--- src/rtl/inst_fetch_unit.sv ---
// inst_fetch_unit
// Instruction fetch front end feeding the decoder/controller.
// It walks sequential PCs, issues reads to a 1-cycle-latency instruction
// BRAM, buffers the returned words in a small FIFO, and presents the head
// instruction with a valid/ready handshake. A redirect (taken branch or jump)
// flushes every buffered and in-flight instruction and restarts fetch at the
// new address after a one-cycle FLUSH bubble.
//
// Parameters:
//   RESET_PC    first fetch address after reset (low two bits ignored)
//   DEPTH       instruction buffer entries (>= 2)
//
// Ports:
//   clk         system clock, all state on rising edge
//   rst         asynchronous active-high reset
//   imem_en     read strobe to instruction memory
//   imem_addr   byte address of the read ([1:0] always 0)
//   imem_rdata  read data, valid exactly one cycle after imem_en
//   inst_valid  head instruction available
//   inst_ready  decoder accepts the head this cycle
//   inst        head instruction word
//   opecode     inst[31:26]
//   funct       inst[5:0]
//   inst_pc     address of the head instruction
//   redirect    one-cycle pulse, jump/branch taken
//   redirect_pc new fetch address (low two bits ignored)

module inst_fetch_unit #(
  parameter logic [31:0] RESET_PC = 32'h0000_0000,
  parameter int          DEPTH    = 2
) (
  input  logic        clk,
  input  logic        rst,
  output logic        imem_en,
  output logic [31:0] imem_addr,
  input  logic [31:0] imem_rdata,
  output logic        inst_valid,
  input  logic        inst_ready,
  output logic [31:0] inst,
  output logic [5:0]  opecode,
  output logic [5:0]  funct,
  output logic [31:0] inst_pc,
  input  logic        redirect,
  input  logic [31:0] redirect_pc
);

  localparam int PW = (DEPTH > 1) ? $clog2(DEPTH) : 1;
  localparam int CW = $clog2(DEPTH + 1);
  localparam logic [CW:0]   DEPTH_W   = (CW+1)'(DEPTH);
  localparam logic [PW-1:0] LAST_PTR  = PW'(DEPTH - 1);
  localparam logic [31:0]   ALIGN_MSK = 32'hFFFF_FFFC;

  typedef enum logic [1:0] {
    WAIT  = 2'd0,
    RUN   = 2'd1,
    FLUSH = 2'd2
  } state_t;

  state_t state, state_next;

  logic [31:0]   fetch_pc;
  logic [31:0]   resp_pc;
  logic          inflight;
  logic [CW-1:0] count;
  logic [PW-1:0] head, tail;
  logic [31:0]   inst_mem [DEPTH];
  logic [31:0]   pc_mem   [DEPTH];

  logic          issue;
  logic          pop;
  logic          write;
  logic [CW:0]   occupancy;

  function automatic logic [PW-1:0] ptr_inc(input logic [PW-1:0] p);
    return (p == LAST_PTR) ? '0 : p + PW'(1);
  endfunction

  // A redirect hides the head so the decoder cannot consume a stale word in
  // the same cycle the buffer is being thrown away.
  assign inst_valid = (count != '0) & ~redirect;
  assign pop        = inst_valid & inst_ready;

  // Any response landing in a redirect cycle belongs to the old path. Issue
  // is blocked during redirect, so nothing is ever in flight the cycle after.
  assign write      = inflight & ~redirect;

  // Slots committed: buffered entries plus the word still coming back.
  assign occupancy  = {1'b0, count} + {{CW{1'b0}}, inflight};

  always_comb begin
    state_next = state;
    issue      = 1'b0;
    case (state)
      WAIT:    state_next = RUN;
      RUN:     issue = ~redirect & (occupancy < (DEPTH_W + {{CW{1'b0}}, pop}));
      FLUSH:   state_next = RUN;
      default: state_next = WAIT;
    endcase
    if (redirect) begin
      state_next = FLUSH;
    end
  end

  assign imem_en   = issue;
  assign imem_addr = fetch_pc;

  always_ff @(posedge clk or posedge rst) begin
    if (rst) begin
      state    <= WAIT;
      fetch_pc <= RESET_PC & ALIGN_MSK;
      resp_pc  <= '0;
      inflight <= 1'b0;
    end else begin
      state    <= state_next;
      inflight <= issue;
      if (issue) begin
        resp_pc <= fetch_pc;
      end
      if (redirect) begin
        fetch_pc <= redirect_pc & ALIGN_MSK;
      end else if (issue) begin
        fetch_pc <= fetch_pc + 32'd4;
      end
    end
  end

  // Circular buffer. Redirect only rewinds pointers and count; the stored
  // words become unreachable and are overwritten by the new path.
  always_ff @(posedge clk or posedge rst) begin
    if (rst) begin
      count <= '0;
      head  <= '0;
      tail  <= '0;
      for (int i = 0; i < DEPTH; i++) begin
        inst_mem[i] <= '0;
        pc_mem[i]   <= '0;
      end
    end else if (redirect) begin
      count <= '0;
      head  <= '0;
      tail  <= '0;
    end else begin
      if (write) begin
        inst_mem[tail] <= imem_rdata;
        pc_mem[tail]   <= resp_pc;
        tail           <= ptr_inc(tail);
      end
      if (pop) begin
        head <= ptr_inc(head);
      end
      case ({write, pop})
        2'b10:   count <= count + CW'(1);
        2'b01:   count <= count - CW'(1);
        default: count <= count;
      endcase
    end
  end

  assign inst    = inst_mem[head];
  assign inst_pc = pc_mem[head];
  assign opecode = inst[31:26];
  assign funct   = inst[5:0];

endmodule

--- config.mk ---
export PLATFORM = sky130hd
export DESIGN_NAME = inst_fetch_unit
export DESIGN_NICKNAME = d
export VERILOG_FILES = /design/src/rtl/inst_fetch_unit.sv
export SDC_FILE = /design/constraint.sdc
export NUM_CORES = 1
export LEC_CHECK = 0
export ABC_AREA = 1
export CORE_MARGIN = 2
export CORE_UTILIZATION = 47
export CTS_CLUSTER_DIAMETER = 200
export CTS_CLUSTER_SIZE = 16
export DETAILED_ROUTE_END_ITERATION = 8
export PLACE_DENSITY = 0.77
export SETUP_SLACK_MARGIN = 0.15
export SYNTH_ARGS = -nofsm -noshare
export SYNTH_HDL_FRONTEND = slang
export SYNTH_SLANG_ARGS = --single-unit
--- constraint.sdc ---
create_clock -name clk -period 6.4 [get_ports clk]
set_input_delay 1.28 -clock clk [delete_from_list [all_inputs] [get_ports clk]]
set_output_delay 1.28 -clock clk [all_outputs]
set_load 0.02 [all_outputs]
* After elaboration in Yosys (flattened, before gate mapping)
Index checks and enable logic that the tools add are counted.
Cells by class: add/subtract/negate cells 7, $lt $le $gt $ge 4, equality and inequality tests 5, muxes and demuxes 23, bitwise logic cells 7, reductions and logical operators 9
Operators with widths (number):
- 32-bit two-way mux | 9
- 64-bit bitwise mux | 2
- 32-bit by 3-bit adder with 32-bit output, second input constant | 1
- 32-bit demux with 1-bit select | 1
- 2-bit one-hot mux with 2 select lines | 2
- 2-bit nonzero test | 4
- 1-bit two-way mux | 7
- 1-bit bitwise AND | 4
- 2-bit by 1-bit equality test with 1-bit output, second input constant | 2
- 2-bit equality test, second input constant | 2
- 2-bit greater-or-equal comparator, second input constant | 2
- 2-bit two-way mux | 2
- 1-bit NOT with 2-bit output | 2
- 2-bit by 1-bit adder with 3-bit output | 1
- 2-bit by 1-bit adder with 3-bit output, first input constant | 1
- 3-bit < comparator | 1
- 3-bit nonzero test | 1
- 1-bit adder, second input constant | 2
- 2-bit by 1-bit adder with 2-bit output, second input constant | 1
- 2-bit zero test | 1
- 2-bit by 1-bit < comparator with 1-bit output, second input constant | 1
- 2-bit != test, second input constant | 1
- 2-bit AND reduction | 1
- 2-bit OR reduction | 1
- other kinds (3) | 3
Word-level totals: flip-flop bits (word level) 199, bits of input ports 68, output and inout bits 110, word-level logic and storage cells 66

* Longest topological paths before layout
word-level depth 9, gate-level depth with buffers 12, depth with buffers taken out 10

* Worst setup path after synthesis
OpenSTA, ideal clock, no wires.
path kind input-to-output, start in redirect, end out imem_en, data arrival time 2062 ps, required time 5120 ps, path slack 3058 ps, stages 7, buffers on the path 2, path through buf_6 inv_4 nand2_1 nor2_2 nand2_2 a21oi_4 buf_6
On the way: longest elaborated chain between the ends 7
Ends and longest elaborated chain:
- from (decl) | RTL line 43 | input logic redirect,
- 1-bit NOT (no line) *
- 1-bit bitwise AND | RTL line 80 | assign inst_valid = (count != '0) & ~redirect;
- 1-bit bitwise AND | RTL line 81 | assign pop = inst_valid & inst_ready;
- 2-bit by 1-bit adder with 3-bit output | RTL line 95 | RUN: issue = ~redirect & (occupancy < (DEPTH_W + {{CW{1'b0}}, pop}));
- 3-bit < comparator | RTL line 95
- 1-bit bitwise AND * | RTL line 95
- 1-bit two-way mux * | RTL line 93 | case (state)
- to (decl) | RTL line 34 | output logic imem_en,
Every way passes the cells marked *; elsewhere a longest branch is shown, timed or not.

* Worst setup path in the final report
Same ends and word-level chain as after synthesis.

==> summary.md <==
| Metric | Value |
|---|---|
| Status | finished, final reports clean |
| Die Footprint | 20320 um^2 |
| Worst Reg-to-Reg Cells | 9 |
| # IOs | 178 |
| Global placement routability congestion | 0.8879 |
| Number of enable-type register cells in the synthesized netlist | 0 |
| Clock slew at reported path FFs | 0.07 ns |
| Dominant synthesized flop cell | sky130_fd_sc_hd__dfrtp_1 |
| Maximum level of the CTS H-tree | 4 |
| Via count of the first global-routing pass | 6742 |
| Number of placement rows | 50 |
| Total Neg Setup Slack | 0 ns |
| Aggregate global routing overflow | 0 |
| Pre-CTS setup slack | 1.347 ns |
| Proportion of netlist area held by the largest area contributor | 0.5297 |
| CTS sink cnt | 191 |
| First-pass GRT wire length | 33220 um |
| Detailed-route DRC error count | 0 |
| Maximum number of pins on one net before global-route repair | 192 |
| Fin. max-slew vios | 0 |
| Most used standard cell by instance count after synthesis | sky130_fd_sc_hd__nand2_1 |
| Maximum net fanout on the critical path | 38 |
| Worst endpoint data arrival time | 3.80 ns |
| Tightest slew margin relative to the limit | 0.2257 |
| Antenna violations before repair | 0 |
| Wire length reported by the detailed router | 20300 um |
| Count of endpoints failing hold in the final timing report | 0 |
| Top cells by count, synth | sky130_fd_sc_hd__nand2_1 (303), sky130_fd_sc_hd__dfrtp_1 (191), sky130_fd_sc_hd__o21ai_0 (151), sky130_fd_sc_hd__inv_1 (111), sky130_fd_sc_hd__nand3_1 (82) |
| FF-to-FF setup slack | 4.18 ns |
| Crit path launch type | primary input |
| Antenna fix cells | 0 |
| Post-synthesis register bit count | 191 |
| Post-synthesis instance area | 9024 um^2 |
| Fin crit period | 5.075 ns |
| Number of nets in the finished design | 1252 |
| Post-synthesis cell type with the largest combined area | sky130_fd_sc_hd__dfrtp_1 |
| Post-CTS Hold Fix Bufs | 0 |
| Number of synthesis warnings | 0 |
| Destination of the worst hold path | state[0] |
| Worst Path Required | 5.12 ns |
| Clk buf depth | 2 |
| Share of final-layout standard cells stronger than drive strength 1 | 0.09380 |
| Number of gates given a new drive strength after cts | 0 |
| Avg Cell Area, Syn | 8.594 um^2 |
| Starting Density | 0.4808 |
| Fraction of synthesis flops using an asynchronous set or reset pin | 1.000 |
| CTS tree | done |
| Final cell utilization of the core | 0.6027 |
| Setup repair after global routing missed its margin | no |
| Minimum setup slack in the final design | 1.325 ns |
| Sort of element at the end of the critical path | output port |
| Type of the worst setup path | in2out |
| Final setup skew | 0.01245 ns |
| Via total after detailed routing | 7229 |
| Worst VDD drop | 0.1780 mV |
| Startpoint of the worst-slack reg-to-reg timing path | count[0] |
| Instance count of the mapped netlist | 1050 |
| Final setup violation count | 0 |
| Post-CTS Setup Repair Bufs | 0 |
| Growth of design area from synthesis to finish | 25.35% |
| Achievable Freq | 0.1970 GHz |
| Pwr Density | 381.0 nW/um^2 |
| Top cells by area, synth | sky130_fd_sc_hd__dfrtp_1 (53%), sky130_fd_sc_hd__nand2_1 (13%), sky130_fd_sc_hd__o21ai_0 (8.4%) |
| Worst slew pin tran | 1.161 ns |
| Detailed placer's ending HPWL | 13120 um |
| Max-cap violations | 0 |
| Wire length per cell after detailed routing | 14.22 um |
| Worst-skew pair later-pin latency | 0.43 ns |
| Number of buffers inserted during clock tree synthesis | 17 |
| First-pass iteration count of the detailed router | 5 |
| Count of cells along the worst hold path | 1 |
| Post-Place Cells | 1396 |
| Leakage power figure | 5.311 nW |
| Portion of the post-synthesis area used by sequential elements | 0.5297 |
| Root Buffer | sky130_fd_sc_hd__clkbuf_16 |
| DR vias/cell | 5.062 |
| Core Area | 18770 um^2 |
| Post-Layout Cell Count | 1428 |
| Min Hold Slack | 0.4414 ns |
| Post-detailed-route count of antenna-violating nets | 0 |
| Number of library cell types mapped by synthesis | 26 |
| Die Y | 142.6 um |
| Post-route clock period utilization | 0.7930 |
| Type of the most critical hold path | reg2reg |
| Combined global-route utilization of all metal layers | 0.2033 |
| Capture point of the worst reg-to-reg path | imem_addr[10] |
| Detailed router's first-iteration violation count | 448 |
| Die width | 142.6 um |
| Min-Delay Startpoint | state[1] |
| Port buffer count | 171 |
-- worst max-delay path, cell delays in order --
cell,delay [ns]
sky130_fd_sc_hd__clkdlybuf4s50_1,0.40
sky130_fd_sc_hd__buf_4,0.25
sky130_fd_sc_hd__inv_4,0.34
sky130_fd_sc_hd__nand4_1,0.25
sky130_fd_sc_hd__a21oi_4,0.17
sky130_fd_sc_hd__buf_4,0.37
sky130_fd_sc_hd__clkdlybuf4s50_1,0.70
-- worst max path at each step --
| stage | startpoint | endpoint | slack (ns) | cells past startpoint |
|---|---|---|---|---|
| 2_1_floorplan | rst | count[0] | 2.66 | 1 |
| 3_3_place_gp | redirect | imem_en | 1.38 | 9 |
| 3_5_place_dp | redirect | imem_en | 1.35 | 7 |
| 4_1_cts | redirect | imem_en | 1.35 | 7 |
| 5_1_grt | redirect | imem_en | 1.20 | 9 |
| 6_report | redirect | imem_en | 1.32 | 7 |
-- metal layers --
metal,global-route usage,vias up,share of wire
li1,-,3611,-
met1,0.3005,3373,0.48
met2,0.3067,224,0.45
met3,0.03735,21,0.059
met4,0.05941,0,0.013
met5,0,-,0
-- layout make-up --
type                       instances  area, um^2
fill                            1595        7457
sequential                       191        4781
clock inverter                    13       127.6
inverter                         113       430.4
tap                              234       292.8
multi-input combinational        682        3465
clock buffer                      19       452.9
timing repair buffer             176        1762
-- per-stage QoR --
| stage | power (W) | instance area [um^2] |
|---|---|---|
| floorplan | 0.002677 | 9039 |
| global placement | 0.003258 | 10730 |
| detailed placement | 0.003300 | 10730 |
| CTS | 0.004353 | 11310 |
| global route | 0.004581 | 11310 |
| finish | 0.004310 | 11310 |
-- cell usage in the layout (no fill, tap or decap), drive strengths merged, types with 2 or more instances in the layout --
cell type,instances
nand2,306
dfrtp,191
clkdlybuf4s50,171
o21ai,171
inv,117
nand3,82
mux2,62
nor2,39
clkbuf,19
clkinvlp,5
xnor2,5
buf,5
conb,4
a21boi,3
ha,3
a21oi,3
clkinv,3
xor2,2
-- logic make-up after synthesis --
logic type / after synthesis / synth area share
AO/OA/AOI/OAI: 177 / 0.1002
AND/OR/NAND/NOR: 429 / 0.1920
buffers and inverters: 180 / 0.08929
XOR/XNOR: 7 / 0.006794
multiplexers: 62 / 0.07737
adder cells (fa/ha/maj): 3 / 0.004160
other: 1 / 0.0004156
flip-flops: 191 / 0.5297
-- power by group --
| part | switching [W] | total [W] | internal, W |
|---|---|---|---|
| Clock | 0.000472 | 0.00104 | 0.000565 |
| Sequential | 0.000224 | 0.00175 | 0.00153 |
| Combinational | 0.000781 | 0.00152 | 0.000741 |
| Total | 0.00148 | 0.00431 | 0.00283 |
-- flip-flops by register name (all words and copies together), names as in the netlist --
name / flops
state: 2
imem_addr: 30
inst_mem: 64
resp_pc: 30
pc_mem: 60
inflight: 1
tail: 1
head: 1
count: 2
Power figures use the tool's default switching activity.
